===== src/rtl/reg_write_arbiter_pkg.sv =====
// Shared defaults and source identifiers for the register-file write arbiter.
package reg_write_arbiter_pkg;

    localparam int DEFAULT_DATA_WIDTH = 8;
    localparam int DEFAULT_ADDR_WIDTH = 3;
    localparam int DEFAULT_CNT_WIDTH  = 2;

    // Writeback source identifiers; also the encoding of the priority pointer.
    typedef enum logic {
        SRC_ALU = 1'b0,
        SRC_MEM = 1'b1
    } src_t;

endpackage


===== src/rtl/reg_write_arbiter_if.sv =====
// Bundle of writeback requests, reservations, hazard query and register-file write port.
interface reg_write_arbiter_if #(
    parameter int DATA_WIDTH = reg_write_arbiter_pkg::DEFAULT_DATA_WIDTH,
    parameter int ADDR_WIDTH = reg_write_arbiter_pkg::DEFAULT_ADDR_WIDTH
);
    localparam int NUM_REGS = 2**ADDR_WIDTH;

    logic                  ALU_REQ;
    logic [ADDR_WIDTH-1:0] ALU_ADDR;
    logic [DATA_WIDTH-1:0] ALU_DATA;
    logic                  ALU_GNT;
    logic                  MEM_REQ;
    logic [ADDR_WIDTH-1:0] MEM_ADDR;
    logic [DATA_WIDTH-1:0] MEM_DATA;
    logic                  MEM_GNT;
    logic                  RSV_VALID;
    logic [ADDR_WIDTH-1:0] RSV_ADDR;
    logic [ADDR_WIDTH-1:0] RD1_ADDR;
    logic [ADDR_WIDTH-1:0] RD2_ADDR;
    logic                  STALL;
    logic [NUM_REGS-1:0]   BUSY;
    logic                  WRITE;
    logic [ADDR_WIDTH-1:0] INADDRESS;
    logic [DATA_WIDTH-1:0] IN;
    logic                  ERR;

    // Pipeline stages side: requests and reservations out, grants and status in.
    modport master (
        output ALU_REQ, ALU_ADDR, ALU_DATA, MEM_REQ, MEM_ADDR, MEM_DATA,
        output RSV_VALID, RSV_ADDR, RD1_ADDR, RD2_ADDR,
        input  ALU_GNT, MEM_GNT, STALL, BUSY, WRITE, INADDRESS, IN, ERR
    );

    modport slave (
        input  ALU_REQ, ALU_ADDR, ALU_DATA, MEM_REQ, MEM_ADDR, MEM_DATA,
        input  RSV_VALID, RSV_ADDR, RD1_ADDR, RD2_ADDR,
        output ALU_GNT, MEM_GNT, STALL, BUSY, WRITE, INADDRESS, IN, ERR
    );

endinterface


===== src/rtl/reg_pending_counter.sv =====
// Saturating up/down count of outstanding writes to one register.
module reg_pending_counter
    import reg_write_arbiter_pkg::*;
#(
    parameter int CNT_WIDTH = DEFAULT_CNT_WIDTH
) (
    input  logic CLK,
    input  logic RESET,
    input  logic inc,
    input  logic dec,
    output logic busy,
    output logic overflow,
    output logic underflow
);

    localparam logic [CNT_WIDTH-1:0] CNT_MAX = '1;
    localparam logic [CNT_WIDTH-1:0] CNT_ONE = CNT_WIDTH'(1);

    logic [CNT_WIDTH-1:0] count_reg;
    logic [CNT_WIDTH-1:0] count_next;

    // Simultaneous inc and dec cancel, so neither flag can fire in that case.
    always_comb begin
        count_next = count_reg;
        overflow   = 1'b0;
        underflow  = 1'b0;
        if (inc && !dec) begin
            if (count_reg == CNT_MAX) overflow = 1'b1;
            else                      count_next = count_reg + CNT_ONE;
        end else if (dec && !inc) begin
            if (count_reg == '0) underflow = 1'b1;
            else                 count_next = count_reg - CNT_ONE;
        end
    end

    always_ff @(posedge CLK or posedge RESET) begin
        if (RESET) count_reg <= '0;
        else       count_reg <= count_next;
    end

    assign busy = (count_reg != '0);

endmodule


===== src/rtl/reg_write_arbiter.sv =====
// Round-robin arbiter for the single register-file write port, with a
// per-register pending-write scoreboard for read-after-write stalls.
module reg_write_arbiter
    import reg_write_arbiter_pkg::*;
#(
    parameter int DATA_WIDTH = DEFAULT_DATA_WIDTH,
    parameter int ADDR_WIDTH = DEFAULT_ADDR_WIDTH,
    parameter int CNT_WIDTH  = DEFAULT_CNT_WIDTH
) (
    input logic               CLK,
    input logic               RESET,
    reg_write_arbiter_if.slave bus
);

    localparam int NUM_REGS = 2**ADDR_WIDTH;

    src_t                  prio_reg;
    src_t                  prio_next;
    logic                  alu_gnt;
    logic                  mem_gnt;
    logic                  xfer;
    logic [ADDR_WIDTH-1:0] xfer_addr;
    logic [DATA_WIDTH-1:0] xfer_data;

    logic                  write_reg;
    logic [ADDR_WIDTH-1:0] inaddress_reg;
    logic [DATA_WIDTH-1:0] in_reg;
    logic                  err_reg;

    logic [NUM_REGS-1:0]   busy_vec;
    logic [NUM_REGS-1:0]   ovf_vec;
    logic [NUM_REGS-1:0]   unf_vec;

    // Grant and priority pointer; the pointer moves to the loser after every
    // transfer even when the other side was idle.
    always_comb begin
        alu_gnt   = bus.ALU_REQ && (!bus.MEM_REQ || prio_reg == SRC_ALU);
        mem_gnt   = bus.MEM_REQ && !alu_gnt;
        xfer      = alu_gnt || mem_gnt;
        xfer_addr = alu_gnt ? bus.ALU_ADDR : bus.MEM_ADDR;
        xfer_data = alu_gnt ? bus.ALU_DATA : bus.MEM_DATA;
        prio_next = prio_reg;
        if (alu_gnt)      prio_next = SRC_MEM;
        else if (mem_gnt) prio_next = SRC_ALU;
    end

    always_ff @(posedge CLK or posedge RESET) begin
        if (RESET) prio_reg <= SRC_ALU;
        else       prio_reg <= prio_next;
    end

    always_ff @(posedge CLK or posedge RESET) begin
        if (RESET) begin
            write_reg     <= 1'b0;
            inaddress_reg <= '0;
            in_reg        <= '0;
        end else begin
            write_reg <= xfer;
            if (xfer) begin
                inaddress_reg <= xfer_addr;
                in_reg        <= xfer_data;
            end
        end
    end

    genvar gi;
    generate
        for (gi = 0; gi < NUM_REGS; gi++) begin : g_pending
            reg_pending_counter #(
                .CNT_WIDTH (CNT_WIDTH)
            ) u_cnt (
                .CLK       (CLK),
                .RESET     (RESET),
                .inc       (bus.RSV_VALID && (bus.RSV_ADDR == ADDR_WIDTH'(gi))),
                .dec       (xfer && (xfer_addr == ADDR_WIDTH'(gi))),
                .busy      (busy_vec[gi]),
                .overflow  (ovf_vec[gi]),
                .underflow (unf_vec[gi])
            );
        end
    endgenerate

    always_ff @(posedge CLK or posedge RESET) begin
        if (RESET) err_reg <= 1'b0;
        else       err_reg <= err_reg || (|ovf_vec) || (|unf_vec);
    end

    assign bus.ALU_GNT   = alu_gnt;
    assign bus.MEM_GNT   = mem_gnt;
    assign bus.BUSY      = busy_vec;
    assign bus.STALL     = busy_vec[bus.RD1_ADDR] || busy_vec[bus.RD2_ADDR];
    assign bus.WRITE     = write_reg;
    assign bus.INADDRESS = inaddress_reg;
    assign bus.IN        = in_reg;
    assign bus.ERR       = err_reg;

endmodule


===== src/flat_wrapper.sv =====
// flat-port wrapper written by rule: the top's interface ports become plain ports
module reg_write_arbiter_flat import reg_write_arbiter_pkg::*;
#(
    parameter int DATA_WIDTH = DEFAULT_DATA_WIDTH,
    parameter int ADDR_WIDTH = DEFAULT_ADDR_WIDTH,
    parameter int CNT_WIDTH  = DEFAULT_CNT_WIDTH
)
  (CLK, RESET, bus_ALU_REQ, bus_ALU_ADDR, bus_ALU_DATA, bus_MEM_REQ, bus_MEM_ADDR, bus_MEM_DATA, bus_RSV_VALID, bus_RSV_ADDR, bus_RD1_ADDR, bus_RD2_ADDR, bus_ALU_GNT, bus_MEM_GNT, bus_STALL, bus_BUSY, bus_WRITE, bus_INADDRESS, bus_IN, bus_ERR);
  reg_write_arbiter_if #(.DATA_WIDTH(DATA_WIDTH), .ADDR_WIDTH(ADDR_WIDTH)) bus_i ();
  input logic CLK;
  input logic RESET;
  input wire logic [$bits(bus_i.ALU_REQ)-1:0] bus_ALU_REQ;
  input wire logic [$bits(bus_i.ALU_ADDR)-1:0] bus_ALU_ADDR;
  input wire logic [$bits(bus_i.ALU_DATA)-1:0] bus_ALU_DATA;
  input wire logic [$bits(bus_i.MEM_REQ)-1:0] bus_MEM_REQ;
  input wire logic [$bits(bus_i.MEM_ADDR)-1:0] bus_MEM_ADDR;
  input wire logic [$bits(bus_i.MEM_DATA)-1:0] bus_MEM_DATA;
  input wire logic [$bits(bus_i.RSV_VALID)-1:0] bus_RSV_VALID;
  input wire logic [$bits(bus_i.RSV_ADDR)-1:0] bus_RSV_ADDR;
  input wire logic [$bits(bus_i.RD1_ADDR)-1:0] bus_RD1_ADDR;
  input wire logic [$bits(bus_i.RD2_ADDR)-1:0] bus_RD2_ADDR;
  output wire logic [$bits(bus_i.ALU_GNT)-1:0] bus_ALU_GNT;
  output wire logic [$bits(bus_i.MEM_GNT)-1:0] bus_MEM_GNT;
  output wire logic [$bits(bus_i.STALL)-1:0] bus_STALL;
  output wire logic [$bits(bus_i.BUSY)-1:0] bus_BUSY;
  output wire logic [$bits(bus_i.WRITE)-1:0] bus_WRITE;
  output wire logic [$bits(bus_i.INADDRESS)-1:0] bus_INADDRESS;
  output wire logic [$bits(bus_i.IN)-1:0] bus_IN;
  output wire logic [$bits(bus_i.ERR)-1:0] bus_ERR;
  assign bus_i.ALU_REQ = bus_ALU_REQ;
  assign bus_i.ALU_ADDR = bus_ALU_ADDR;
  assign bus_i.ALU_DATA = bus_ALU_DATA;
  assign bus_i.MEM_REQ = bus_MEM_REQ;
  assign bus_i.MEM_ADDR = bus_MEM_ADDR;
  assign bus_i.MEM_DATA = bus_MEM_DATA;
  assign bus_i.RSV_VALID = bus_RSV_VALID;
  assign bus_i.RSV_ADDR = bus_RSV_ADDR;
  assign bus_i.RD1_ADDR = bus_RD1_ADDR;
  assign bus_i.RD2_ADDR = bus_RD2_ADDR;
  assign bus_ALU_GNT = bus_i.ALU_GNT;
  assign bus_MEM_GNT = bus_i.MEM_GNT;
  assign bus_STALL = bus_i.STALL;
  assign bus_BUSY = bus_i.BUSY;
  assign bus_WRITE = bus_i.WRITE;
  assign bus_INADDRESS = bus_i.INADDRESS;
  assign bus_IN = bus_i.IN;
  assign bus_ERR = bus_i.ERR;
  reg_write_arbiter #(.DATA_WIDTH(DATA_WIDTH), .ADDR_WIDTH(ADDR_WIDTH), .CNT_WIDTH(CNT_WIDTH)) u_core (.CLK(CLK), .RESET(RESET), .bus(bus_i));
endmodule

===== config.mk =====
export PLATFORM = sky130hd
export DESIGN_NAME = reg_write_arbiter_flat
export DESIGN_NICKNAME = d
export VERILOG_FILES = /design/src/rtl/reg_write_arbiter_pkg.sv /design/src/rtl/reg_write_arbiter_if.sv /design/src/rtl/reg_pending_counter.sv /design/src/rtl/reg_write_arbiter.sv /design/src/flat_wrapper.sv
export SDC_FILE = /design/constraint.sdc
export NUM_CORES = 1
export LEC_CHECK = 0
export ABC_CLOCK_PERIOD_IN_PS = 7200
export CAP_MARGIN = 0
export CORE_MARGIN = 2
export CORE_UTILIZATION = 40
export CTS_BUF_LIST = sky130_fd_sc_hd__clkbuf_4 sky130_fd_sc_hd__clkbuf_8
export CTS_CLUSTER_SIZE = 24
export DETAILED_ROUTE_END_ITERATION = 10
export PLACE_DENSITY = 0.66
export REMOVE_ABC_BUFFERS = 1
export SYNTH_ARGS = -nofsm -noshare
export SYNTH_HDL_FRONTEND = slang
export SYNTH_SLANG_ARGS = --single-unit

===== constraint.sdc =====
create_clock -name CLK -period 7.2 [get_ports CLK]
set_input_delay 1.8 -clock CLK [delete_from_list [all_inputs] [get_ports CLK]]
set_output_delay 1.8 -clock CLK [all_outputs]
set_load 0.01 [all_outputs]

Word level (Yosys, flattened, before mapping)
Cells that the tools add are included.
Storage, ports and cells
  input bits: 36
  register bits after elaboration: 30
Operators by class
  mux-type cells: 80
  add/sub/neg operators: 16
  reduce and logical (&&, ||, !) cells: 94
  bitwise gates (word level): 1
  magnitude comparators: 2
  equality and inequality tests: 38
Operators by type and width (number)
  $mux W2: 32
  $mux W1: 44
  $logic_and A1 B1 Y1: 34
  $reduce_bool A2 Y1: 17
  $ne A2 B2 Y1 const B: 16
  $eq A3 B3 Y1 const B: 8
  $reduce_and A3 Y1: 8
  $logic_not A1 Y1: 18
  $add A2 B1 Y2 const B: 8
  $eq A2 B2 Y1 const B: 8
  $logic_not A2 Y1: 8
  $reduce_or A8 Y1: 2
  $sub A2 B1 Y2 const B: 8
  $eq A3 B2 Y1 const B: 4
  $lt A3 B4 Y1 const B: 2
  $mux W8: 1
  $bmux W1 S3: 2
  $eq A3 B1 Y1 const B: 2
  $logic_not A3 Y1: 2
  $logic_or A1 B1 Y1: 5
  $mux W3: 1
  $not A1 Y1: 1

Logic depth before layout (Yosys ltp)
Gate-level depths: netlist (run 1).
  depth in word-level cells: 13
  mapped depth: 10
  mapped depth without buffers: 9

Modules after synthesis
A second synthesis (run 1) with hierarchy kept.
Second synthesis, totals
  cells, all modules: 272
  area total of the unflattened synthesis: 2676.3 µm²
By module, submodules not included
  reg_pending_counter: seq. area each 50.0 µm², area each 212.7 µm², cells each 22, times used 8
  reg_write_arbiter: seq. area each 350.3 µm², area each 974.7 µm², cells each 96, times used 1

Least setup slack after synthesis (run 1)
No wires, ideal clock.
  path type: input-to-output
  start point: input port bus_RD2_ADDR[0]
  end point: output port bus_STALL
  setup slack: 2598 ps
  data required time: 5400 ps
  arrival time: 2802 ps
  stages: 3
  path buffers: 0
  cells stage by stage: mux2_2 mux4_2 or2_1
Between the ends
  word-level cells in the longest chain between the ends: 3
RTL lines
  start: declaration: RTL line flat_wrapper.sv:21  | input wire logic [$bits(bus_i.RD2_ADDR)-1:0] bus_RD2_ADDR;
  $bmux W1 S3: RTL line reg_write_arbiter.sv:91  | assign bus.STALL = busy_vec[bus.RD1_ADDR] || busy_vec[bus.RD2_ADDR];
  $mux W1 (implied by the code): RTL line reg_write_arbiter.sv:91
  $logic_or A1 B1 Y1: RTL line reg_write_arbiter.sv:91
  end: declaration: RTL line flat_wrapper.sv:24  | output wire logic [$bits(bus_i.STALL)-1:0] bus_STALL;
No other way between the ends. The select of a mux whose other input is x is not followed.

Worst setup path in the final report (run 1)
  start point: input port bus_RD1_ADDR[1]
  end point: output port bus_STALL
Between the ends
  word-level cells in the longest chain between the ends: 3
RTL lines
  start: declaration: RTL line flat_wrapper.sv:20  | input wire logic [$bits(bus_i.RD1_ADDR)-1:0] bus_RD1_ADDR;
  $bmux W1 S3: RTL line reg_write_arbiter.sv:91
  $mux W1 (implied by the code): RTL line reg_write_arbiter.sv:91
  $logic_or A1 B1 Y1: RTL line reg_write_arbiter.sv:91
No other way between the ends. The select of a mux whose other input is x is not followed.

==> flow_summary.toml, run 1 <==
[yosys]
synth-async-reset-ratio = 1.000
netlist_area_mm2 = 0.002507
synth_cell_types = 44
synth_area_leader_cell = "dfrtp_1"
syn_avg_cell_area_um2 = 8.330
synthTopCellsByCount = "dfrtp_1, nor2_1, inv_1"
synth_most_common_cell = "dfrtp_1"
ys_top_cells_by_area = "dfrtp_1, ha_1, mux2i_1"
ys_seq_elements = 30
yosysSeqAreaShare = 0.2994
synth_cells = 301
post-synth-top-area-fraction = 0.2994
synth_top_flop_cell = "dfrtp_1"
ys_warn_count = 0
synth_edf_count = 0

[power_and_ir_drop]
p_leak_nw = 1.355
net-switching-power_uw = 203.8
clkPwrFrac = 0.214
ir_worst_vdd_mv = 0.1233
power_frac_comb = 0.391
power.share.sequential = 0.395
switching_share = 0.3438
finalPower_uw = 592.8
powerDensity_mw_per_mm2 = 187.5
power.internal_uw = 389.0

[critical_path]
worstSetupEndpointType = "output pin"
cpMaxStageDelayCell = "clkdlybuf4s50_1"
crit_chain = "clkdlybuf4s50_1 -> mux2_2 -> mux4_2 -> or2_1 -> clkdlybuf4s50_1"
crit_buf_inv = 2
slowest_delay_ps = 600
critPathKind = "primary input to output pin"
required_ps = 5400
worst-path-max-fanout = 7
critical_path_arrival_ps = 3900
crit_family = "buffers and inverters"
start_kind = "primary input"
cpMostUsedCell = "clkdlybuf4s50_1"

[cts]
clk_pin_slew_worst_paths_ps = 60
cts_setup_buffers = 0
cts_tree = "built"
max-clock-path-buffers = 2
cts_buffers = 5
cts_sinks = 30
hold_buffers = 0
worstSkewPairLatency_ps = 280
cts_resized = 0
cts.htree.levels = 2
root_buffer = "clkbuf_8"

[floorplanning]
rows = 28
initial_utilization = 0.4185
dieArea_mm2 = 0.006918
num_io_pins = 60
core_area_mm2 = 0.005991
die_h_um = 83.18
fp.dieW_um = 83.18

[routing]
num_vias = 2218
post_drt_wl_per_cell_um = 13.27
viasPerCell = 5.207
drt_iter0_drc = 77
final_antenna_net_count = 0
route.detailed.drc = 0
dr.pass1.iters = 4
finalWirelength_um = 5652

[timing]
setup_viol = 0
max_clock_freq_mhz = 175.3
tightest_slew_ps = 733.1
fin_crit_ps = 5704
hold_ws_ps = 538.2
slew_viol_final = 0
hold_viol_final = 0
finalClockSkew_ps = 2.159
setup_tns_ps = 0
timing.final.crit_share = 0.7922
grt_setup_unrepaired = "no"
layout_setup_ws_ps = 1496
relSlewSlack = 0.4973

[cells_and_area]
syn_to_final_growth_pct = 26.10
fin_cells = 426
drive_gt1_frac = 0.06553
largest_reg_flops = 16
postLayoutCellArea_mm2 = 0.003162
layout.nets = 411
utilization = 0.5278
diodes = 0

[min_path]
hold_class = "flip-flop to flip-flop"

[run]
cap_violations = 0

[global_routing]
overflow = 0
antenna_found_initial = 0
grt_use_met3 = 0.03678
grtUsageTotal = 0.1671
grt.busiest_layer = "met2"
grt_pass1_wl_um = 9604
use_met2 = 0.2625
grt_max_degree = 31
grtUsageMet1 = 0.2314
grt_pass1_vias = 2065

[placed_design]
portBuffers = 59
place_ws_ps = 1492
place_area_mm2 = 0.003083
post-dp-hpwl_um = 4423
dp_cells = 419
gp_congestion = 0.7461

[run_status]
status = "finished, final reports clean"
-- final timing paths --
kind	startpoint	endpoint	slack [ps]	cells after the start
min reg2reg	u_core.g_pending[3].u_cnt.count_reg[1]	u_core.g_pending[3].u_cnt.count_reg[1]	540	1
max	bus_RD1_ADDR[1]	bus_STALL	1500	5
max in group asynchronous	RESET	u_core.g_pending[0].u_cnt.count_reg[1]	5010	3
min in group asynchronous	RESET	u_core.g_pending[4].u_cnt.count_reg[0]	1910	3
min	u_core.g_pending[3].u_cnt.count_reg[1]	u_core.g_pending[3].u_cnt.count_reg[1]	540	1
max reg2reg	u_core.prio_reg	u_core.bus.ERR	3850	9
-- layout make-up --
cell class                      instances  area (um^2)
Fill cell                             571         2829
Multi-Input combinational cell        225         1524
Sequential cell                        30        750.7
Timing Repair Buffer                   62        613.1
Inverter                               27        101.3
Tap cell                               75        93.84
Clock buffer                            5        68.82
Clock inverter                          2        10.01
-- power by group through the flow --
stage / clock (mW) / sequential (mW) / combinational, mW
floorplan: 0 / 0.232 / 0.126
global placement: 0 / 0.236 / 0.230
detailed placement: 0 / 0.236 / 0.233
CTS: 0.131 / 0.233 / 0.234
global route: 0.137 / 0.240 / 0.256
finish: 0.127 / 0.234 / 0.232
-- kinds of logic after synthesis --
logic type	synth area share
and+or+nand+nor	0.2246
AOI/OAI and AO/OA	0.1712
buffers and inverters	0.09281
DFF	0.2994
adders and majority gates	0.1198
muxes	0.09231
-- placed cells by master, fill, tap and decap left out, drive strengths merged, types with 2 or more instances in the layout --
cell type and count:
clkinv 2, o31a 2, nor2b 2, o22ai 3, nor2 29, a31oi 3, dfrtp 30, nor3 10
o21bai 2, or3 2, nor4b 5, nand2 22, a221o 2, inv 27, mux2 5, a21oi 25
nor3b 8, clkdlybuf4s50 59, buf 3, ha 24, mux4 2, o21ai 24, nand2b 5, mux2i 13
o31ai 3, and2 5, clkbuf 5, or2 8, nand3 8, nand4 2
-- routing by layer --
layer	routed length, um	vias up
met1	2801	1011
met5	0	-
met2	2508	47
met3	296	5
met4	46	0
li1	-	1155
(Power assumes the default switching activity.)
==> inputs of run 2 (changes only) <==
- ABC_CLOCK_PERIOD_IN_PS: 7200 -> 5400
- clock period: 7.2 -> 5.4 ns (I/O delays scaled with it)
==> run 2 against run 1 <==
Via count grew 0.45%. Register-to-register slack lost 1300 ps. Count of clock-buffer cells in the layout is the same. Clock power grew 35%. Flip-flop and latch count is the same. Sequential share of layout area shrank 0.056 points. Sequential power grew 33%. Critical endpoint unchanged. Largest power group unchanged. Highest routed layer unchanged.
==> flow_summary.toml, run 2 (synthesized netlist as in run 1, its figures left out) <==
[cells_and_area]
mostFrequentLayoutCells = "clkdlybuf4s50_1, dfrtp_1, nor2_1"
drive_gt1_frac = 0.06818
syn_to_final_growth_pct = 26.40
largest_reg_flops = 16
final_common_cell = "clkdlybuf4s50_1"
layout.nets = 412
diodes = 0
utilization = 0.5290

[routing]
drt_iter0_drc = 89
final_antenna_net_count = 0
num_vias = 2228
post_drt_wl_per_cell_um = 13.24
route.detailed.drc = 0
dr.pass1.iters = 4
finalWirelength_um = 5652
viasPerCell = 5.218

[placed_design]
gp_congestion = 0.7771
place_ws_ps = 560.6
portBuffers = 59
post-dp-hpwl_um = 4375

[global_routing]
overflow = 0
grt_pass1_wl_um = 9860
grt_max_degree = 31
antenna_found_initial = 0
grtUsageTotal = 0.1742
grt_pass1_vias = 2133

[timing]
timing.final.crit_share = 0.8940
tightest_slew_ps = 619.3
layout_setup_ws_ps = 572.6
setup_tns_ps = 0
hold_viol_final = 0
max_clock_freq_mhz = 207.2
fin_crit_ps = 4827
slew_viol_final = 0
finalClockSkew_ps = 2.879
grt_setup_unrepaired = "no"
relSlewSlack = 0.5847
setup_viol = 0

[cts]
worstSkewPairLatency_ps = 290
cts_setup_buffers = 0
cts.htree.levels = 2
cts_resized = 0
root_buffer = "clkbuf_8"
max-clock-path-buffers = 2
cts_buffers = 5
hold_buffers = 0
cts_sinks = 30
cts_tree = "built"
clk_pin_slew_worst_paths_ps = 60

[critical_path]
required_ps = 4050
r2r_cells = 8
worst-path-max-fanout = 6
start_kind = "primary input"
critPathKind = "primary input to output pin"
worstSetupEndpointType = "output pin"
critical_path_arrival_ps = 3480

[floorplanning]
core_area_mm2 = 0.005991
dieArea_mm2 = 0.006918
rows = 28
die_h_um = 83.18
fp.dieW_um = 83.18
initial_utilization = 0.4185
num_io_pins = 60

[min_path]
holdPathStages = 1
hold_class = "flip-flop to flip-flop"

[run]
cap_violations = 0

[power_and_ir_drop]
powerDensity_mw_per_mm2 = 250.4
ir_worst_vdd_mv = 0.1780
p_leak_nw = 1.360

[run_status]
status = "finished, final reports clean"
[run 2: layout make-up]
cell class | count | area [um^2]
tap | 75 | 93.84
fill | 555 | 2821
inverter | 27 | 101.3
clock buffer | 5 | 68.82
timing repair buffer | 63 | 620.6
sequential | 30 | 750.7
clock inverter | 2 | 10.01
multi-input combinational | 225 | 1524
[run 2: path summary, 6_finish.rpt]
path | endpoint | from | slack, ps
max | bus_STALL | bus_RD2_ADDR[0] | 570
min | u_core.g_pending[3].u_cnt.count_reg[1] | u_core.g_pending[3].u_cnt.count_reg[1] | 530
max reg2reg | u_core.bus.ERR | u_core.prio_reg | 2510
min reg2reg | u_core.g_pending[3].u_cnt.count_reg[1] | u_core.g_pending[3].u_cnt.count_reg[1] | 530
max in group asynchronous | u_core.g_pending[6].u_cnt.count_reg[0] | RESET | 3660
min in group asynchronous | u_core.g_pending[4].u_cnt.count_reg[1] | RESET | 1450
[run 2: through the flow]
stage	hold slack [ps]	instance area [um^2]	total power [mW]	cells
2_1_floorplan	481.6	2376	0.4772	282
3_3_place_gp	514.7	3090	0.6224	420
3_5_place_dp	521.9	3090	0.6278	420
4_1_cts	530.8	3169	0.8047	427
5_1_grt	562.0	3169	0.8519	427
6_report	530.3	3169	0.7936	427
[run 2: worst max-delay path, cell delays in order]
cell	delay, ps
clkdlybuf4s50_1	580
mux2_2	360
mux4_2	460
or2_1	250
clkdlybuf4s50_1	480
[run 2: report_power, final]
part	switching (mW)	total, mW	internal [mW]
clock	0.0847	0.171	0.0862
combinational	0.137	0.310	0.173
sequential	0.0524	0.312	0.260
[run 2: layer usage]
layer	wire, um	vias up	global-route usage
met4	70	0	0.06110
li1	-	1152	-
met5	0	-	0
met3	372	6	0.04175
met2	2488	68	0.2720
met1	2720	1002	0.2356
==> inputs of run 3 (changes only) <==
==> constraint.sdc (replaced) <==
create_clock -name CLK -period 5.4 [get_ports CLK]
set_input_delay 1.08 -clock CLK [delete_from_list [all_inputs] [get_ports CLK]]
set_output_delay 1.08 -clock CLK [all_outputs]
set_load 0.01 [all_outputs]
==> run 3 against run 2 <==
Maximum frequency is 14% higher. Combinational power barely moved. Critical endpoint unchanged. First-iteration DRC count down 1.1%. Die area unchanged. Total power grew 2.8%. Sequential power about the same.
==> flow_summary.toml, run 3 (synthesized netlist as in run 1, its figures left out) <==
[cells_and_area]
diodes = 0
final_common_cell = "clkdlybuf4s50_1"
postLayoutCellArea_mm2 = 0.003178
largest_reg_flops = 16
syn_to_final_growth_pct = 26.75
drive_gt1_frac = 0.06818
mostFrequentLayoutCells = "clkdlybuf4s50_1, dfrtp_1, nor2_1"
layout.nets = 411

[cts]
root_buffer = "clkbuf_8"
max-clock-path-buffers = 2
cts_sinks = 30
cts_buffers = 5
cts_resized = 0
clk_pin_slew_worst_paths_ps = 70
hold_buffers = 0
cts.htree.levels = 2
worstSkewPairLatency_ps = 280
cts_tree = "built"
cts_setup_buffers = 0

[routing]
final_antenna_net_count = 0
post_drt_wl_per_cell_um = 13.51
drt_iter0_drc = 88
viasPerCell = 5.211
num_vias = 2225
dr.pass1.iters = 4
route.detailed.drc = 0
finalWirelength_um = 5767

[placed_design]
place_area_mm2 = 0.003083
post-dp-hpwl_um = 4462
gp_congestion = 0.7589
portBuffers = 59

[global_routing]
grt_pass1_wl_um = 9563
grtUsageTotal = 0.1686
antenna_found_initial = 0
grt_max_degree = 31
grt_pass1_vias = 2084
overflow = 0

[floorplanning]
fp.dieW_um = 83.18
die_h_um = 83.18
rows = 28
num_io_pins = 60
dieArea_mm2 = 0.006918
initial_utilization = 0.4185
core_area_mm2 = 0.005991

[power_and_ir_drop]
p_leak_nw = 1.359
ir_worst_vdd_mv = 0.1529
powerDensity_mw_per_mm2 = 256.8

[timing]
tightest_slew_ps = 724.4
hold_viol_final = 0
finalClockSkew_ps = 6.961
timing.final.crit_share = 0.7868
max_clock_freq_mhz = 235.4
grt_setup_unrepaired = "no"
slew_viol_final = 0
fin_crit_ps = 4248
setup_tns_ps = 0
relSlewSlack = 0.5033
setup_viol = 0

[run]
cap_violations = 0

[critical_path]
critPathKind = "primary input to output pin"
start_kind = "primary input"
critical_path_arrival_ps = 3170
required_ps = 4320
r2r_cells = 8
worstSetupEndpointType = "output pin"
worst-path-max-fanout = 7

[min_path]
holdPathStages = 1
hold_class = "flip-flop to flip-flop"

[run_status]
status = "finished, final reports clean"
run 3: critical path: stages:
cell and delay (ps):
clkdlybuf4s50_1 600, mux2_2 360, mux4_2 440, or2_1 210, clkdlybuf4s50_1 470
run 3: path summary, 6_finish.rpt:
path                                                         from                                      to  slack [ps]
max                                               bus_RD1_ADDR[1]                               bus_STALL        1150
min                        u_core.g_pending[3].u_cnt.count_reg[1]  u_core.g_pending[3].u_cnt.count_reg[1]         530
min reg2reg                u_core.g_pending[3].u_cnt.count_reg[1]  u_core.g_pending[3].u_cnt.count_reg[1]         530
max reg2reg                                       u_core.prio_reg                          u_core.bus.ERR        2560
min in group asynchronous                                   RESET                        u_core.bus.IN[3]        1170
max in group asynchronous                                   RESET                        u_core.bus.WRITE        3920
run 3: area by class of cell:
type | instances | area [um^2]
inverters | 27 | 101.3
repair buffers | 62 | 613.1
fillers | 567 | 2813
well taps | 75 | 93.84
multi-input cells | 225 | 1524
flip-flops and latches | 30 | 750.7
clock inverters | 2 | 12.51
clock buffers | 6 | 82.58
run 3: report_power, final:
group	total (mW)	internal, mW	switching, mW
Sequential	0.313	0.260	0.0536
Combinational	0.309	0.172	0.136
Clock	0.194	0.102	0.0918
run 3: through the flow:
step	total power [mW]	util	instances	hold WS [ps]	worst slack (ps)
2_1_floorplan	0.4772	-	282	481.6	1775
3_3_place_gp	0.6209	0.5146	419	514.4	1159
3_5_place_dp	0.6259	0.5146	419	522.0	1152
4_1_cts	0.8228	0.5305	427	531.4	1146
5_1_grt	0.8690	0.5305	427	569.2	1075
6_report	0.8161	0.5305	427	531.4	1152
run 3: per-layer routing:
metal  global-route usage  vias up  wire length [um]
met5                    0        -                 0
met4              0.06259        0               122
met3              0.03976       11               309
met2               0.2588       58              2419
met1               0.2309     1013              2915
li1                     -     1143                 -
